<file path="config.mk">
export PLATFORM = sky130hd
export DESIGN_NAME = regfile_write_arbiter
export DESIGN_NICKNAME = d
export VERILOG_FILES = /design/src/rtl/regfile_write_arbiter.sv
export SDC_FILE = /design/constraint.sdc
export NUM_CORES = 1
export LEC_CHECK = 0
export CAP_MARGIN = 0
export CORE_UTILIZATION = 51
export CTS_BUF_LIST = sky130_fd_sc_hd__clkbuf_4 sky130_fd_sc_hd__clkbuf_8
export DETAILED_ROUTE_END_ITERATION = 16
export PLACE_DENSITY = 0.78
export SETUP_SLACK_MARGIN = 0.2
export SKIP_LAST_GASP = 1
export SYNTH_ARGS = -nofsm -noshare
export SYNTH_HDL_FRONTEND = slang
export SYNTH_SLANG_ARGS = --single-unit
</file>
<file path="constraint.sdc">
create_clock -name clk -period 1.5 [get_ports clk]
set_input_delay 0.225 -clock clk [delete_from_list [all_inputs] [get_ports clk]]
set_output_delay 0.225 -clock clk [all_outputs]
set_load 0.02 [all_outputs]
</file>
<file path="src/rtl/regfile_write_arbiter.sv">
// rtl/regfile_write_arbiter.sv - two-port write arbiter for the register-file write port with B aging
module regfile_write_arbiter #(
    parameter int MAX_WAIT = 4,
    parameter int ADDR_W   = 5,
    parameter int DATA_W   = 32
) (
    input  logic              clk,
    input  logic              rst,
    input  logic              a_valid,
    output logic              a_ready,
    input  logic [ADDR_W-1:0] a_addr,
    input  logic [DATA_W-1:0] a_data,
    input  logic              b_valid,
    output logic              b_ready,
    input  logic [ADDR_W-1:0] b_addr,
    input  logic [DATA_W-1:0] b_data,
    output logic              reg_we,
    output logic [ADDR_W-1:0] reg_waddr,
    output logic [DATA_W-1:0] reg_wdata,
    output logic              busy
);

    typedef enum logic {NORMAL, B_URGENT} state_t;

    localparam logic [3:0] WAIT_LAST = 4'(MAX_WAIT - 1);

    state_t            state, state_nxt;
    logic              full_a, full_b;
    logic [ADDR_W-1:0] addr_a, addr_b;
    logic [DATA_W-1:0] data_a, data_b;
    logic [3:0]        wait_b, wait_b_nxt;
    logic              grant_a, grant_b;

    // Grants depend on registered state only, so ready never depends on valid.
    always_comb begin
        grant_a    = 1'b0;
        grant_b    = 1'b0;
        state_nxt  = state;
        wait_b_nxt = wait_b;
        case (state)
            NORMAL: begin
                grant_a = full_a;
                grant_b = full_b && !full_a;
                if (wait_b == WAIT_LAST && full_b && !grant_b)
                    state_nxt = B_URGENT;
            end
            B_URGENT: begin
                grant_b = full_b;
                grant_a = full_a && !full_b;
                if (grant_b)
                    state_nxt = NORMAL;
            end
            default: state_nxt = NORMAL;
        endcase
        if (grant_b)
            wait_b_nxt = 4'd0;
        else if (full_b && wait_b != 4'hF)
            wait_b_nxt = wait_b + 4'd1;
    end

    assign a_ready = !full_a || grant_a;
    assign b_ready = !full_b || grant_b;
    assign busy    = full_a || full_b || reg_we;

    always_ff @(posedge clk) begin
        if (!rst) begin
            state     <= NORMAL;
            wait_b    <= 4'd0;
            full_a    <= 1'b0;
            full_b    <= 1'b0;
            addr_a    <= '0;
            addr_b    <= '0;
            data_a    <= '0;
            data_b    <= '0;
            reg_we    <= 1'b0;
            reg_waddr <= '0;
            reg_wdata <= '0;
        end else begin
            state  <= state_nxt;
            wait_b <= wait_b_nxt;

            // A granted buffer may be refilled on the same edge it drains.
            if (a_valid && a_ready) begin
                full_a <= 1'b1;
                addr_a <= a_addr;
                data_a <= a_data;
            end else if (grant_a) begin
                full_a <= 1'b0;
            end

            if (b_valid && b_ready) begin
                full_b <= 1'b1;
                addr_b <= b_addr;
                data_b <= b_data;
            end else if (grant_b) begin
                full_b <= 1'b0;
            end

            // Address 0 is consumed but never written.
            if (grant_a) begin
                reg_we    <= (addr_a != '0);
                reg_waddr <= addr_a;
                reg_wdata <= data_a;
            end else if (grant_b) begin
                reg_we    <= (addr_b != '0);
                reg_waddr <= addr_b;
                reg_wdata <= data_b;
            end else begin
                reg_we    <= 1'b0;
            end
        end
    end

endmodule

</file>
==> run summary <==
layout cell share with drive strength beyond 1 -> 0.2729
via count -> 4931
FMAX -> 648.5 MHz
hold-fix buffers at CTS -> 0
synth warn -> 0
fin area -> 0.007709 mm^2
antenna cells -> 0
DIE AREA -> 0.009961 mm^2
relative slew slack -> 0.7910
Worst Hold Class -> in2reg
WL final -> 17430 um
status -> finished with violations
first-pass GRT wire length -> 21110 um
cell taking the most area after synthesis -> dfxtp_1
Worst-path clk slew -> 0.08 ns
DP Wirelength -> 7892 um
RSZ-0062 raised after global routing -> yes
vias in the first global route -> 4431
Area contributors post-synth -> dfxtp_1, mux2i_1, nand2_1
clk sink count -> 119
DIE WIDTH -> 99.81 um
Hold Startpoint -> rst
io pins -> 119
setup_tns -> -0.1647 ns
Fill cells -> 486
worst r2r src -> full_b$_SDFFE_PN0P_
hold_ws -> 0.1776 ns
H-tree levels -> 4
Worst Path Arrival -> 1.88 ns
maxcap violations -> 0
Final Non-Filler Cells -> 862
setup slack after placement -> 0.01614 ns
GR Overflow Total -> 0
crit path capture type -> register
pin count of the biggest net entering global routing -> 54
Final Cycle Share -> 1.028
1st-pass router iterations -> 5
simple-gate area share of the yosys netlist -> 0.2398
most common cell in the synthesized netlist -> nand2_1
final slew viol count -> 0
Final Hold Vio Count -> 0
Synth top area share -> 0.4883
Cells after Synth -> 571
initial antenna violation count -> 0
Pleak -> 3.283 nW
critical path startpoint category -> register
min Tclk post-route -> 1.542 ns
Crit Path Max Fanout -> 7
Final nets -> 800
area delta synth->final -> 58.01%
Post-synth EDFFs -> 0
antenna-violating nets left -> 0
CTS tree -> built
Finished Core Util -> 0.8343
Mapped Area -> 0.004878 mm^2
placed cell count -> 794
routed vias/inst -> 5.720
Crit. Startpoint -> full_b$_SDFFE_PN0P_
skew final -> 0.008409 ns
share of the yosys chip area belonging to registers -> 0.4883
Worst-Skew Late Latency -> 0.45 ns
Die Ht -> 99.81 um
Top FF cell, synth -> dfxtp_1
violated checks -> setup timing
# DRC -> 0
PnR worst setup slack -> -0.04202 ns
Mapped Nets -> 650
clock root cell -> clkbuf_8
Synth cell types -> 34
largest family of logic cells by synthesized area -> simple AND/OR/NAND/NOR gates
Total Power -> 8.278 mW
async set-reset flop share out of synthesis -> 0
I/O Buffers -> 118
Commonest cells post-synth -> nand2_1, dfxtp_1, mux2i_1
mux share of post-synthesis cell area -> 0.1518
Synth Register Bits -> 119
Num CTS Buffers -> 17
Initial Utilization -> 0.5280
Final Wtd Congestion -> 0.7871
Core Rows -> 35
Compound-Gate Fraction of Synth Area -> 0.06412
Post-Synth XOR/XNOR Area -> 0
endpoints failing setup -> 9
Worst-Margin Slew -> 0.3134 ns
Post-Place Cell Area -> 0.006208 mm^2
WP data required -> 1.84 ns
GRT Total Usage -> 0.2743
Adder-Cell Fraction of Synth Area -> 0.002565
drt initial violations -> 320
Peak VDD IR -> 0.7030 mV
Clock Path Buffers -> 2
mean routed wirelength per cell -> 20.22 um
CP Class -> reg2reg
Cell Pwr Density -> 1074 mW/mm^2
core area -> 0.009240 mm^2
post-synthesis average cell area -> 8.544 um^2
[timing repair]
action / in CTS / in global routing
buffers inserted: 6 / 13
endpoints found under the setup margin: 109 / 138
gates resized for setup: 147 / 155
cloned: 5 / 13
pin swaps: 4 / 41
[critical path: stages, from the launching register on]
cell	delay, ns
dfxtp_2	0.33
buf_6	0.13
buf_4	0.15
or2_4	0.32
clkbuf_16	0.19
o21ai_0	0.25
nor3_2	0.07
[logic make-up (layout without fill, tap and decap cells)]
group	count (synthesis)	count (layout)
AOI/OAI and AO/OA	54	54
adders and majority gates	1	1
muxes	74	74
and+or+nand+nor	275	275
DFF	119	119
buffers and inverters	48	210
[final timing paths]
kind                                             endpoint  slack [ns]  depth (start not counted)
worst max register to register  reg_wdata[7]$_SDFFE_PN0P_       -0.04                          6
worst min-delay path               addr_b[0]$_SDFFE_PN0P_        0.18                          3
worst max-delay path            reg_wdata[7]$_SDFFE_PN0P_       -0.04                          6
worst min register to register     data_a[7]$_SDFFE_PN0P_        0.46                          2
[area by class of cell]
class	count	area, um^2	share of cell area
Multi-Input combinational cell	404	2660	0.3451
Sequential cell	119	2390	0.3100
Timing Repair Buffer	175	2071	0.2686
Clock buffer	19	261.5	0.03392
Tap cell	129	161.4	0.02094
Clock inverter	12	150.1	0.01948
Inverter	4	15.01	0.001948
[per-layer routing]
layer	track usage	vias up	share of wire	routed length, um
li1	-	2234	-	-
met2	0.4674	261	0.50	8728
met4	0.1052	0	0.042	729
met5	0	-	0	0
met1	0.3351	2365	0.38	6697
met3	0.06685	71	0.073	1276
[layout by cell type, fill, tap and decap left out, drive strengths merged, types with 2 or more instances in the layout]
cell type        n
inv              5
buf             71
clkinv           5
nor3            73
or4              2
clkinvlp         3
mux2i           74
o21ai           40
nand2          149
clkdlybuf4s15   15
and2             2
bufinv           3
nand3b           2
clkdlybuf4s50   76
nor2            39
or3              2
or2              2
clkbuf          32
a21oi            6
dfxtp          119
[report_power, final]
part	internal, mW	switching [mW]
Sequential	3.38	0.161
Combinational	0.828	0.815
Clock	1.72	1.38
Total	5.92	2.36
[flip-flops by register name (all words and copies together), names as in the netlist]
register and count:
reg_we 1, full_a 1, addr_a 5, data_a 32
wait_b 4, reg_wdata 32, full_b 1, state 1
addr_b 5, data_b 32, reg_waddr 5
Power figures use the tool's default switching activity.
